$ cat src/rtl/swerv_types.sv
// Shared SweRV execution-unit types, including the packet sent to the multiplier.
package swerv_types;

  localparam int MUL_LAT = 3;

  typedef struct packed {
    logic valid;
    logic rs1_sign;
    logic rs2_sign;
    logic low;
    logic load_mul_rs1_bypass_e1;
    logic load_mul_rs2_bypass_e1;
  } mul_pkt_t;

endpackage

$ cat src/rtl/exu_mul_arb.sv
// Two-requester round-robin front end for a shared 3-cycle multiplier.
// A shadow pipe tracks requester and tag so that results route back to their owner.
module exu_mul_arb
  import swerv_types::*;
#(
  parameter int TAG_W = 5
) (
  input  logic             clk,
  input  logic             rst_l,
  input  logic             freeze,
  input  logic             flush,

  input  logic             req0_valid,
  output logic             req0_ready,
  input  logic [31:0]      req0_a,
  input  logic [31:0]      req0_b,
  input  logic             req0_rs1_sign,
  input  logic             req0_rs2_sign,
  input  logic             req0_low,
  input  logic [TAG_W-1:0] req0_tag,

  input  logic             req1_valid,
  output logic             req1_ready,
  input  logic [31:0]      req1_a,
  input  logic [31:0]      req1_b,
  input  logic             req1_rs1_sign,
  input  logic             req1_rs2_sign,
  input  logic             req1_low,
  input  logic [TAG_W-1:0] req1_tag,

  output mul_pkt_t         mul_mp,
  output logic [31:0]      mul_a,
  output logic [31:0]      mul_b,
  input  logic [31:0]      mul_out,

  output logic             res_valid,
  output logic             res_src,
  output logic [TAG_W-1:0] res_tag,
  output logic [31:0]      res_data,

  output logic [1:0]       outst0,
  output logic [1:0]       outst1,
  output logic             busy
);

  logic             grant_ok;
  logic             favour;
  logic             acc0;
  logic             acc1;
  logic             accept;
  logic [TAG_W-1:0] win_tag;

  logic             v_sh   [1:MUL_LAT];
  logic             src_sh [1:MUL_LAT];
  logic [TAG_W-1:0] tag_sh [1:MUL_LAT];

  logic [1:0]       inc;
  logic [1:0]       dec;
  logic [1:0]       cnt [0:1];

  // Each ready means "this requester would win if it were valid".
  assign grant_ok   = ~freeze & ~flush;
  assign req0_ready = grant_ok & (~favour | ~req1_valid);
  assign req1_ready = grant_ok & ( favour | ~req0_valid);

  assign acc0    = req0_valid & req0_ready;
  assign acc1    = req1_valid & req1_ready;
  assign accept  = acc0 | acc1;
  assign win_tag = acc1 ? req1_tag : req0_tag;

  assign mul_mp.valid                  = accept;
  assign mul_mp.rs1_sign               = acc1 ? req1_rs1_sign : req0_rs1_sign;
  assign mul_mp.rs2_sign               = acc1 ? req1_rs2_sign : req0_rs2_sign;
  assign mul_mp.low                    = acc1 ? req1_low      : req0_low;
  assign mul_mp.load_mul_rs1_bypass_e1 = 1'b0;
  assign mul_mp.load_mul_rs2_bypass_e1 = 1'b0;
  assign mul_a = acc1 ? req1_a : req0_a;
  assign mul_b = acc1 ? req1_b : req0_b;

  always_ff @(posedge clk or negedge rst_l) begin
    if (!rst_l) begin
      favour <= 1'b0;
    end else if (accept) begin
      favour <= acc0;
    end
  end

  always_ff @(posedge clk or negedge rst_l) begin
    if (!rst_l) begin
      for (int i = 1; i <= MUL_LAT; i++) begin
        v_sh[i]   <= 1'b0;
        src_sh[i] <= 1'b0;
        tag_sh[i] <= '0;
      end
    end else begin
      if (!freeze) begin
        v_sh[1]   <= accept;
        src_sh[1] <= acc1;
        tag_sh[1] <= win_tag;
        for (int i = 2; i <= MUL_LAT; i++) begin
          v_sh[i]   <= v_sh[i-1];
          src_sh[i] <= src_sh[i-1];
          tag_sh[i] <= tag_sh[i-1];
        end
      end
      // Flush kills every stage even while frozen.
      if (flush) begin
        for (int i = 1; i <= MUL_LAT; i++) begin
          v_sh[i] <= 1'b0;
        end
      end
    end
  end

  assign res_valid = v_sh[MUL_LAT] & ~freeze & ~flush;
  assign res_src   = src_sh[MUL_LAT];
  assign res_tag   = tag_sh[MUL_LAT];
  assign res_data  = mul_out;
  assign busy      = v_sh[1] | v_sh[2] | v_sh[3];

  assign inc[0] = acc0;
  assign inc[1] = acc1;
  assign dec[0] = res_valid & ~res_src;
  assign dec[1] = res_valid &  res_src;

  always_ff @(posedge clk or negedge rst_l) begin
    if (!rst_l) begin
      cnt[0] <= 2'd0;
      cnt[1] <= 2'd0;
    end else begin
      for (int n = 0; n < 2; n++) begin
        if (flush) begin
          cnt[n] <= 2'd0;
        end else if (inc[n] && !dec[n] && cnt[n] != 2'd3) begin
          cnt[n] <= cnt[n] + 2'd1;
        end else if (dec[n] && !inc[n] && cnt[n] != 2'd0) begin
          cnt[n] <= cnt[n] - 2'd1;
        end
      end
    end
  end

  assign outst0 = cnt[0];
  assign outst1 = cnt[1];

endmodule

$ cat config.mk
export PLATFORM = sky130hd
export DESIGN_NAME = exu_mul_arb
export DESIGN_NICKNAME = d
export VERILOG_FILES = /design/src/rtl/swerv_types.sv /design/src/rtl/exu_mul_arb.sv
export SDC_FILE = /design/constraint.sdc
export NUM_CORES = 1
export LEC_CHECK = 0
export BUFFER_PORTS_ARGS = -buffer_cell sky130_fd_sc_hd__buf_2
export CAP_MARGIN = 10
export CORE_AREA = 5 5 114 116
export CTS_CLUSTER_DIAMETER = 80
export DETAILED_ROUTE_END_ITERATION = 10
export DIE_AREA = 0 0 119 121
export GPL_TIMING_DRIVEN = 0
export PLACE_DENSITY = 0.59
export SLEW_MARGIN = 30
export SYNTH_ARGS = -nofsm -noshare
export SYNTH_HDL_FRONTEND = slang
export SYNTH_SLANG_ARGS = --single-unit
$ cat constraint.sdc
create_clock -name clk -period 1.6 [get_ports clk]
set_input_delay 0.08 -clock clk [delete_from_list [all_inputs] [get_ports clk]]
set_output_delay 0.08 -clock clk [all_outputs]
set_load 0.005 [all_outputs]
# Word-level counts from Yosys, hierarchy flattened
# Cells that the tools add are included.
[classes]
bitwise = 20
n_addsub = 4
reduce_logical = 16
eq_ne = 3
n_mux = 14
[op_table]
columns = ["operator", "count"]
rows = [
  ["$mux W32", 2],
  ["$mux W2", 6],
  ["$and A1 B1 Y1", 9],
  ["$logic_and A1 B1 Y1", 8],
  ["$mux W3", 2],
  ["$not A1 Y1", 6],
  ["$reduce_bool A3 Y1", 2],
  ["$mux W5", 1],
  ["$or A1 B1 Y1", 5],
  ["$add A2 B1 Y2 const B", 2],
  ["$logic_not A1 Y1", 4],
  ["$ne A2 B2 Y1 const B", 2],
  ["$reduce_bool A2 Y1", 2],
  ["$sub A2 B1 Y2 const B", 2],
  ["$mux W1", 3],
  ["$ne A2 B1 Y1 const B", 1],
]
[word_totals]
inputBits = 182
ff_bits = 26

# Depth between registers and ports, before layout
[depth]
word_depth = 10
depth_mapped = 7
depth_no_buf = 4

# Worst setup path before layout
# Ideal clock, no wire load.
[synth_timing]
path_type = "register to output"
from = "register favour"
to = "output port mul_mp[5] (netlist bit)"
required_ps = 1520
path_stages_with_launch = 7
t_arrival_ps = 1401
n_path_buf = 3
path_slack_ps = 119
cell_sequence = "dfrtp_1 nand2b_1 and3_1 buf_2 buf_2 or2_2 buf_4"
[synth_via]
elab_chain_cells = 5
elab_cells_between_ends = 8
[synth_rtl]
columns = ["item", "line", "text"]
rows = [
  ["start: declaration", "exu_mul_arb.sv:47", "logic favour;"],
  ["start signal: assignment", "exu_mul_arb.sv:82", "favour <= 1'b0;"],
  ["start signal: assignment", "exu_mul_arb.sv:84", "favour <= acc0;"],
  ["$not A1 Y1", "exu_mul_arb.sv:63", "assign req0_ready = grant_ok & (~favour | ~req1_valid);"],
  ["$or A1 B1 Y1", "exu_mul_arb.sv:63", ""],
  ["$and A1 B1 Y1", "exu_mul_arb.sv:63", ""],
  ["$and A1 B1 Y1", "exu_mul_arb.sv:66", "assign acc0 = req0_valid & req0_ready;"],
  ["$or A1 B1 Y1 *", "exu_mul_arb.sv:68", "assign accept = acc0 | acc1;"],
  ["end: declaration", "exu_mul_arb.sv:31", "output mul_pkt_t mul_mp,"],
]
# Every way passes the cells marked *; elsewhere a longest branch is shown, timed or not.

# Worst setup path in the final report
[layout_timing]
from = "register favour"
to = "output port mul_a[14]"
[layout_via]
elab_chain_cells = 4
[layout_rtl]
columns = ["item", "line", "text"]
rows = [
  ["$or A1 B1 Y1", "exu_mul_arb.sv:64", "assign req1_ready = grant_ok & ( favour | ~req0_valid);"],
  ["$and A1 B1 Y1", "exu_mul_arb.sv:64", ""],
  ["$and A1 B1 Y1", "exu_mul_arb.sv:67", "assign acc1 = req1_valid & req1_ready;"],
  ["$mux W32", "exu_mul_arb.sv:77", "assign mul_a = acc1 ? req1_a : req0_a;"],
  ["end: declaration", "exu_mul_arb.sv:32", "output logic [31:0] mul_a,"],
]
# Every way passes these cells.

==> impl_results.md <==
- Die height: 121 um
- Clock tree sinks: 26
- Power density cells: 572 nW/um^2
- # DRC: 0
- Beginning of the critical path: favour
- Critical path's top delay family: simple AND/OR/NAND/NOR gates
- Clock Latency Late Sink: 260 ps
- Area leader, netlist: nand2_1
- Clk root buf: clkbuf_16
- Distinct cells, synth: 31
- Largest net degree at the start of global routing: 27
- GR Layer Usage met2: 0.256
- Status: complete, but fails checks
- Max incr delay on CP: 370 ps
- Final setup viols: 19
- Sequential fraction of the synthesis area: 0.284
- Crit. End Element: primary output
- Fraction of layout cells with a size suffix above 1: 0.631
- WS Path Type: reg -> out
- Core Region: 11,800 sq um
- Placement Setup Slack: -320 ps
- Ys Warns: 0
- RePlAce Congestion: 0.795
- GRT Total Usage: 0.135
- Die area: 14,400 sq um
- Worst Reg-to-Reg Cells: 4
- GR Util met3: 0.0438
- Grt met1 use: 0.148
- CTS tree: yes
- Count leader, synth: nand2_1
- Routed wire per std cell: 14.0 um
- Vias: 3,192
- Vias in the first global route: 3,120
- Final instance area: 4450 sq um
- VDD IR max: 0.000454 V
- #FFs+latches synth: 26
- Tmin final: 1630 ps
- WP buf/inv: 3
- Final Max Tran Viols: 0
- Initial DRC Count: 68
- Final setup margin: -30.2 ps
- Final WL: 10,900 um
- RR Endpoint: outst0[0]
- Initial antenna violation count: 3
- Post-DP HPWL: 9020 um
- Setup TNS: -205 ps
- Fillers: 1,261
- Top_reg_cell synth: dfrtp_1
- Nets: 819
- ANT nets after route: 0
- Pleak: 2.77 nW
- Post-synth ARST share: 1.00
- Worst path required time: 1520 ps
- Mapped Area: 2290 sq um
- Crit-path cells: nand2b_4, and3_4, buf_12, clkbuf_16, nand2_2, nand2_1, buf_2
- Layer with the highest usage: met2
- Post-layout util: 0.377
- Slew @ Worst Pin: 576 ps
- EDFF count, synth: 0
- Worst setup skew after layout: 2.14 ps
- First-pass GRT wire length: 15,900 um
- RSZ-0062 raised after global routing: yes
- CTS Buffer Depth: 2
- Grt ovf: 0
- Syn Inst Count: 359
- Failing checks: setup timing
- Type of the worst min-delay path: in -> reg
- Starting Density: 0.194
- Crit path DAT: 1550 ps
- Io pins: 298
- Tcrit/Tclk final: 1.02
- Clock transition at path regs: 70 ps
- Final Hold Viols: 0
- Logic depth of the worst path, buffers included: 7
- Htree depth: 1
- Peak Freq: 613 MHz
- Area grow syn2layout: 94.2%
- Placement Cell Area: 3800 sq um
- Setup slack, reg-to-reg: 140 ps
- Area contributors post-synth: nand2_1, dfrtp_1, buf_4
- Critical path launch point type: flop
- CP max stage cell: dfrtp_1
- CP Max Fanout: 5
- Die Width: 119 um
- FF-to-FF Start: res_src
- Detailed Routing Iterations Pass 1: 4
- Port-buffer cells: 263
- Row Count: 40
- Post-Syn Area per Cell: 6.39 sq um
- Antenna fix cells: 0
- Via density: 4.08
- Synth top area share: 0.342
- Leading cell types by count after synthesis: nand2_1, buf_4, dfrtp_1
- Max transition margin: 0.616
- Number of max-cap violations: 0
- Critical Path Sink: mul_a[14]
- CTS Buf Count: 3
[what timing repair did]
action                                  CTS  global route
buffers inserted                          6             1
cloned                                    3             0
hold buffers                              1             0
pin swaps                                31            12
hold endpoints to repair                 26             0
endpoints found under the setup margin   72            68
resized for setup                        86            43
[area by class of cell]
class | count | area [sq um] | share of cell area
buffer | 58 | 522 | 0.117
clock buffer | 3 | 75.1 | 0.0169
clock inverter | 1 | 30.0 | 0.00674
inverter | 1 | 3.75 | 0.000843
multi-input combinational | 273 | 1460 | 0.329
sequential | 26 | 651 | 0.146
tap | 147 | 184 | 0.0413
timing repair buffer | 274 | 1520 | 0.342
[report_power, final]
group / internal (mW) / switching [mW] / total, mW
sequential: 0.736 / 0.0477 / 0.783
combinational: 0.598 / 0.436 / 1.03
clock: 0.498 / 0.230 / 0.728
[per-layer routing]
metal,share of wire,routed length (um)
met2,0.54,5870
met1,0.35,3820
met5,0.0012,13
met3,0.10,1090
met4,0.013,145
[placed cells by master (no fill, tap or decap), types with 2 or more instances in the layout]
| cell | Yosys | final |
|---|---|---|
| buf_2 | 8 | 255 |
| nand2_1 | 209 | 161 |
| buf_4 | 40 | 47 |
| nand2_2 | 0 | 35 |
| dfrtp_1 | 26 | 26 |
| nand2_4 | 0 | 13 |
| mux2_2 | 12 | 12 |
| buf_6 | 1 | 11 |
| nor2_1 | 9 | 9 |
| mux2i_1 | 8 | 8 |
| clkbuf_8 | 0 | 5 |
| clkbuf_16 | 0 | 5 |
| o21ai_0 | 5 | 5 |
| buf_8 | 0 | 4 |
| a21oi_1 | 4 | 4 |
| buf_12 | 0 | 3 |
| and2_1 | 4 | 3 |
| nand3_1 | 4 | 3 |
| conb_1 | 1 | 2 |
[per-stage QoR]
| step | instances | power, mW | hold WS, ps |
|---|---|---|---|
| after floorplan | 360 | 1.20 | -216 |
| after global placement | 770 | 1.68 | 114 |
| after detailed placement | 770 | 1.68 | 115 |
| after CTS | 783 | 2.52 | 107 |
| after global routing | 783 | 2.71 | 145 |
| final | 783 | 2.55 | 101 |
[flip-flops by register name (all words and copies together), names as in the netlist]
name	cells
tag_sh	10
res_tag	5
v_sh	3
outst0	2
outst1	2
src_sh	2
favour	1
res_src	1
[how the worst min path moves through the flow]
stage                start          to  cells after the start
3_3_place_gp         rst_l  res_tag[3]                      1
5_1_grt              flush   outst0[1]                      3
3_5_place_dp         rst_l  res_tag[3]                      1
6_report       req1_tag[3]  tag_sh[13]                      3
4_1_cts        req1_tag[3]  tag_sh[13]                      3
2_1_floorplan        rst_l      favour                      0
[cell families after synthesis]
group | count (synthesis) | share of synthesized area
flip-flops | 26 | 0.284
other | 1 | 0.00164
AND/OR/NAND/NOR | 236 | 0.407
multiplexers | 20 | 0.0938
AO/OA/AOI/OAI | 15 | 0.0409
buffers and inverters | 61 | 0.173
[tightest hold or removal path: cells and delay by family]
kind | cells | cell delay [ps]
AOI/OAI and AO/OA | 1 | 120
buffers and inverters | 1 | 70
muxes | 1 | 50
Note: power is estimated with default switching activity, not from simulation.
